## config.mk

```make
export PLATFORM = sky130hd
export DESIGN_NAME = exu_sched
export DESIGN_NICKNAME = d
export VERILOG_FILES = /design/src/rtl/exu_sched.sv
export SDC_FILE = /design/constraint.sdc
export NUM_CORES = 1
export LEC_CHECK = 0
export BUFFER_PORTS_ARGS = -buffer_cell sky130_fd_sc_hd__buf_2
export CAP_MARGIN = 10
export CORE_MARGIN = 4
export CORE_UTILIZATION = 53
export DETAILED_ROUTE_END_ITERATION = 8
export PLACE_DENSITY_LB_ADDON = 0.12
export SYNTH_ARGS = -nofsm -noshare
export SYNTH_HDL_FRONTEND = slang
export SYNTH_SLANG_ARGS = --single-unit
```

## constraint.sdc

```tcl
create_clock -name clk -period 3.68 [get_ports clk]
set_clock_uncertainty 0.05 [all_clocks]
set_input_delay 0.184 -clock clk [delete_from_list [all_inputs] [get_ports clk]]
set_output_delay 0.184 -clock clk [all_outputs]
set_load 0.01 [all_outputs]
```

## src/rtl/exu_sched.sv

```systemverilog
// Execute-stage sequencer: routes single-cycle ops to the shared ALU and runs
// DIV/REM (incl. W forms) on an iterative radix-2 restoring divider.
module exu_sched #(
    parameter int unsigned XLEN     = 64,
    parameter int unsigned ALU_OP_W = 12
) (
    input  logic                clk,
    input  logic                rst_n,
    input  logic                flush,
    input  logic                in_valid,
    output logic                in_ready,
    input  logic [ALU_OP_W-1:0] in_alu_op,
    input  logic [3:0]          in_div_op,
    input  logic                in_32,
    input  logic [XLEN-1:0]     in_src1,
    input  logic [XLEN-1:0]     in_src2,
    output logic [ALU_OP_W-1:0] alu_op,
    output logic [XLEN-1:0]     alu_src1,
    output logic [XLEN-1:0]     alu_src2,
    output logic                alu_32,
    input  logic [XLEN-1:0]     alu_result,
    input  logic                alu_over,
    output logic                out_valid,
    input  logic                out_ready,
    output logic [XLEN-1:0]     out_result,
    output logic                out_err,
    output logic                busy
);
    localparam int unsigned CW = $clog2(XLEN);

    typedef enum logic [1:0] {S_IDLE, S_DIV, S_FIX, S_HOLD} state_t;

    state_t          state, state_n;
    logic [XLEN-1:0] res_q, res_n;
    logic            err_q, err_n;
    logic [XLEN-1:0] rem_q, rem_n, quot_q, quot_n, dvsr_q, dvsr_n;
    logic [CW-1:0]   cnt_q, cnt_n;
    logic            qneg_q, qneg_n, rneg_q, rneg_n;
    logic            isrem_q, isrem_n, w_q, w_n;

    logic            accept, signed_op, rem_op, s1, s2, ovf;
    logic [XLEN-1:0] opa, opb, mag_a, mag_b, min_neg;
    logic [XLEN:0]   shifted, diff;
    logic            ge;
    logic [XLEN-1:0] qv, rv, sel;

    function automatic logic [XLEN-1:0] sext32(input logic [XLEN-1:0] v);
        return {{(XLEN-32){v[31]}}, v[31:0]};
    endfunction

    assign in_ready   = (state == S_IDLE);
    assign busy       = (state != S_IDLE);
    assign out_valid  = (state == S_HOLD);
    assign out_result = res_q;
    assign out_err    = err_q;
    assign alu_op     = (in_valid && state == S_IDLE && in_div_op == '0) ? in_alu_op : '0;
    assign alu_src1   = in_src1;
    assign alu_src2   = in_src2;
    assign alu_32     = in_32;

    assign accept    = in_valid && (state == S_IDLE) && !flush;
    assign signed_op = in_div_op[3] | in_div_op[1];
    assign rem_op    = in_div_op[1] | in_div_op[0];

    always_comb begin
        opa = in_src1;
        opb = in_src2;
        if (in_32) begin
            opa = signed_op ? sext32(in_src1) : {{(XLEN-32){1'b0}}, in_src1[31:0]};
            opb = signed_op ? sext32(in_src2) : {{(XLEN-32){1'b0}}, in_src2[31:0]};
        end
    end

    assign s1      = signed_op & opa[XLEN-1];
    assign s2      = signed_op & opb[XLEN-1];
    assign mag_a   = s1 ? -opa : opa;
    assign mag_b   = s2 ? -opb : opb;
    assign min_neg = in_32 ? {{(XLEN-31){1'b1}}, 31'b0} : {1'b1, {(XLEN-1){1'b0}}};
    assign ovf     = signed_op && (opa == min_neg) && (opb == '1);

    // Partial remainder can reach 2*divisor-1, so the trial subtract needs XLEN+1 bits.
    assign shifted = {rem_q, quot_q[XLEN-1]};
    assign diff    = shifted - {1'b0, dvsr_q};
    assign ge      = ~diff[XLEN];

    assign qv  = qneg_q ? -quot_q : quot_q;
    assign rv  = rneg_q ? -rem_q : rem_q;
    assign sel = isrem_q ? rv : qv;

    always_comb begin
        state_n = state;
        res_n   = res_q;
        err_n   = err_q;
        rem_n   = rem_q;
        quot_n  = quot_q;
        dvsr_n  = dvsr_q;
        cnt_n   = cnt_q;
        qneg_n  = qneg_q;
        rneg_n  = rneg_q;
        isrem_n = isrem_q;
        w_n     = w_q;
        case (state)
            S_IDLE: begin
                if (accept) begin
                    state_n = S_HOLD;
                    if (in_div_op == '0) begin
                        res_n = alu_result;
                        err_n = ~alu_over;
                    end else begin
                        err_n   = 1'b0;
                        isrem_n = rem_op;
                        w_n     = in_32;
                        qneg_n  = s1 ^ s2;
                        rneg_n  = s1;
                        if (opb == '0) begin
                            res_n = rem_op ? opa : '1;
                            if (in_32) res_n = sext32(res_n);
                        end else if (ovf) begin
                            res_n = rem_op ? '0 : opa;
                        end else begin
                            // W forms pre-align the dividend to the MSB so the same step logic runs 32 times.
                            rem_n   = '0;
                            quot_n  = in_32 ? {mag_a[31:0], {(XLEN-32){1'b0}}} : mag_a;
                            dvsr_n  = mag_b;
                            cnt_n   = in_32 ? CW'(31) : CW'(XLEN-1);
                            state_n = S_DIV;
                        end
                    end
                end
            end
            S_DIV: begin
                rem_n  = ge ? diff[XLEN-1:0] : shifted[XLEN-1:0];
                quot_n = {quot_q[XLEN-2:0], ge};
                cnt_n  = cnt_q - 1'b1;
                if (cnt_q == '0) state_n = S_FIX;
            end
            S_FIX: begin
                res_n   = w_q ? sext32(sel) : sel;
                state_n = S_HOLD;
            end
            S_HOLD: begin
                if (out_ready) state_n = S_IDLE;
            end
            default: state_n = S_IDLE;
        endcase
        if (flush) state_n = S_IDLE;
    end

    always_ff @(posedge clk) begin
        if (!rst_n) begin
            state   <= S_IDLE;
            res_q   <= '0;
            err_q   <= 1'b0;
            rem_q   <= '0;
            quot_q  <= '0;
            dvsr_q  <= '0;
            cnt_q   <= '0;
            qneg_q  <= 1'b0;
            rneg_q  <= 1'b0;
            isrem_q <= 1'b0;
            w_q     <= 1'b0;
        end else begin
            state   <= state_n;
            res_q   <= res_n;
            err_q   <= err_n;
            rem_q   <= rem_n;
            quot_q  <= quot_n;
            dvsr_q  <= dvsr_n;
            cnt_q   <= cnt_n;
            qneg_q  <= qneg_n;
            rneg_q  <= rneg_n;
            isrem_q <= isrem_n;
            w_q     <= w_n;
        end
    end
endmodule

```

==> metrics.md <==
| Metric | Value |
|---|---|
| Slew @ Worst Pin | 1.05 ns |
| CTS Buf Count | 35 |
| Reg2reg end | out_result[48]$_SDFFE_PN0P_ |
| Pins Over Slew Limit | 0 |
| IO Count | ~420 |
| Dpl cells | 4367 |
| Avg WL per Cell | about 25 µm |
| Final core occ | 64.8% |
| Power density cells | 329 nW/µm² |
| Vias in the first global route | 27200 |
| Max H-tree Level | 2 |
| Synthesized flop and latch total | 269 |
| Via density | 6.59 |
| Fmax | 274 MHz |
| Hold Path Sink | out_result[14]$_SDFFE_PN0P_ |
| Crit path launch type | flop |
| Top cells by area, synth | dfxtp_1 (22%), a21oi_1 (7.7%), o21ai_0 (7.2%) |
| Post-synth top area cell | dfxtp_1 |
| Final nets | 4115 |
| Hold path startpoint | alu_result[14] |
| Worst EP arrival | 4.06 ns |
| Synth-to-layout area growth | 19.9% |
| Max_cap viols | 0 |
| Layout cell share with drive strength beyond 1 | about 22% |
| Leakage | 12.0 nW |
| Mapped Cells | 3439 |
| Die Footprint | 49000 µm² |
| RePlAce Congestion | 1.09 |
| Initial antenna violation count | 2 |
| Worst setup EP type | flop |
| Detail Route Antenna Nets | 0 |
| Cell row count | 77 |
| R2R cell count | 11 |
| Async SR Flop Fraction | 0% |
| Via count | between 20000 and 30000 |
| Register area | 5390 µm² |
| First-pass GRT wire length | 165 mm |
| Buffers on Ports | 423 |
| Die height | 221 µm |
| Clock-pin slew on the worst setup and hold paths | ~0.060 ns |
| Post-Syn Area per Cell | 7.01 µm² |
| Clk_lat worst skew | about 0.57 ns |
| Critical Setup Path Class | flop to flop |
| Clock Root Buffer | clkbuf_16 |
| Drt total wl | around 110 mm |
| R2R Setup Slk | 0.04 ns |
| Outcome | complete, no violations |
| Largest net degree at the start of global routing | 76 |
| Synth cell count leaders | nand2_1 (377), a21oi_1 (372), o21ai_0 (348) |
| Top-count cell post-synth | nand2_1 |
| Multi-input logic area | around 17000 µm² |
| Area share of the largest cell type after synthesis | between 20 and 25% |
| RR Startpoint | quot_q[8]$_SDFFE_PN0P_ |
| Max Root-Sink Buffers | 3 |
| Cell variety after synth | 84 |
| Core ar. | around 45000 µm² |
| Endpoints failing setup | 0 |
| Period utilisation layout | 99.0% |
| Finished Layout Cells | 4441 |
| Hold Crit Class | input port to flop |
| Die Width | 221 µm |
| Sequential share of the synthesized area | 22.3% |
| Initial core utilization | 54.1% |
| Worst Hold Path Cells | 5 |
| Number of synthesized flops with an enable pin | 0 |
| Fin crit period | 3.64 ns |
| Syn_nets | ~3700 |
| Grt total ovfl | 0 |
| Fin Hold WS | 0.0172 ns |
| Final hold violation count | 0 |
| Fillcell total | around 4100 |
| Iteration-0 DRC Markers | 4472 |
| Post-synth top flop | dfxtp_1 |
| Setup repair after global routing missed its margin | true |
| Total Routing Usage GR | a little over two fifths |
| Clock sink count | 269 |
| Critical Path Fanout Max | 6 |
| Cell Area, Synth | roughly 24000 µm² |
| CTS tree | yes |
| Slew HR | approximately 30% |
| Drt first pass iters | 7 |
| DRC viols | 0 |
| Final HPWL DP | 87.1 mm |
| Synth Warn # | 0 |
| VDD IR max | 0.319 mV |
| Worst Path Required | 4.10 ns |
[kinds of logic after synthesis]
kind of cell | synth area share (%)
AO/OA/AOI/OAI | 29.5
XOR/XNOR | 11.0
adder cells (fa/ha/maj) | 3.97
buffers and inverters | 9.69
flip-flops | 22.3
multiplexers | 2.04
AND/OR/NAND/NOR | 21.5
[power by group]
group	switching [mW]	internal (mW)	leakage, nW
Combinational	1.78	0.990	9.20
Sequential	0.122	3.04	2.19
Clock	1.46	2.14	0.581
[layer usage]
layer | track usage, % | share of wire (%) | up-vias
met5 | 0 | 0.0099 | -
met4 | 21.6 | 6.7 | 2
met3 | 10.5 | 12 | 437
met2 | 66.5 | 44 | 2140
met1 | 53.9 | 38 | 13600
li1 | - | - | 13000
[registers in the layout, indices dropped and copies added, names as in the netlist]
register,flops
dvsr_q,64
out_result,64
quot_q,64
rem_q,64
cnt_q,6
state,2
isrem_q,1
out_err,1
qneg_q,1
rneg_q,1
w_q,1
[metrics by stage]
step	power [mW]	setup WS, ns	cell area [µm²]	setup TNS (ns)
after floorplan	4.80	0.179	24100	0
after global placement	5.79	-0.0863	27400	-0.174
after detailed placement	5.82	-0.138	27400	-0.513
after CTS	9.37	0.0168	28700	0
after global routing	9.81	-0.106	28900	-0.494
final	9.52	0.0358	28900	0
[worst max-delay path, cell delays in order, from the launching register on]
cell and delay (ns):
dfxtp_1 0.31, or4_1 0.54, or4b_2 0.66, or2_4 0.28, nor4_4 0.36, nand3_4 0.20
o31ai_2 0.26, xnor2_1 0.17, nor2_1 0.12, a211oi_2 0.25, o221ai_1 0.14, a21oi_1 0.20
[cells in the final DEF, fill, tap and decap left out, types with 15 or more instances in the layout]
cell type	synthesis	routed
buf_2	32	422
nand2_1	377	377
a21oi_1	372	367
o21ai_0	348	340
nor2_1	276	275
buf_4	132	267
dfxtp_1	269	266
xnor2_1	154	152
xor2_1	148	147
inv_1	107	106
nor3_1	85	80
ha_1	75	73
a211oi_1	71	69
nand3_1	62	61
o211ai_1	56	56
o31ai_1	64	56
mux2i_1	48	48
or3_1	45	43
nand4_1	43	43
o22ai_1	41	41
or4_1	39	37
clkbuf_16	0	36
a31oi_1	33	33
nor2b_1	31	31
nor4_1	29	26
a21o_1	25	25
o41ai_1	25	23
o221ai_1	21	21
or2_2	17	17
and2_1	17	17
nand2b_1	16	15
a22oi_1	15	15
[cell type report]
cell class,instances,area share (%)
Inverter,108,1.41
Clock inverter,12,0.558
Antenna cell,1,0.00865
Timing Repair Buffer,714,15.6
Sequential cell,269,18.6
Tap cell,592,2.56
Clock buffer,49,3.49
Multi-Input combinational cell,2696,57.7
[repair_timing]
action                     in CTS  in global routing
hold endpoints to repair       10                  0
resized for setup               6                 44
cloned                          0                  1
pin swaps                       0                  8
hold buffers                    9                  0
buffers inserted                0                  2
setup endpoints to repair      11                 87
[worst max-delay path by stage]
stage,cells past startpoint,from,endpoint
2_1_floorplan,13,rem_q[16]$_SDFFE_PN0P_,rem_q[10]$_SDFFE_PN0P_
6_report,11,quot_q[8]$_SDFFE_PN0P_,out_result[48]$_SDFFE_PN0P_
5_1_grt,11,quot_q[8]$_SDFFE_PN0P_,out_result[48]$_SDFFE_PN0P_
3_5_place_dp,12,in_src2[13],out_result[63]$_SDFFE_PN0P_
3_3_place_gp,12,in_src2[6],out_result[63]$_SDFFE_PN0P_
4_1_cts,13,in_src2[27],out_result[63]$_SDFFE_PN0P_
No activity file was read; power rests on OpenSTA's default activity.
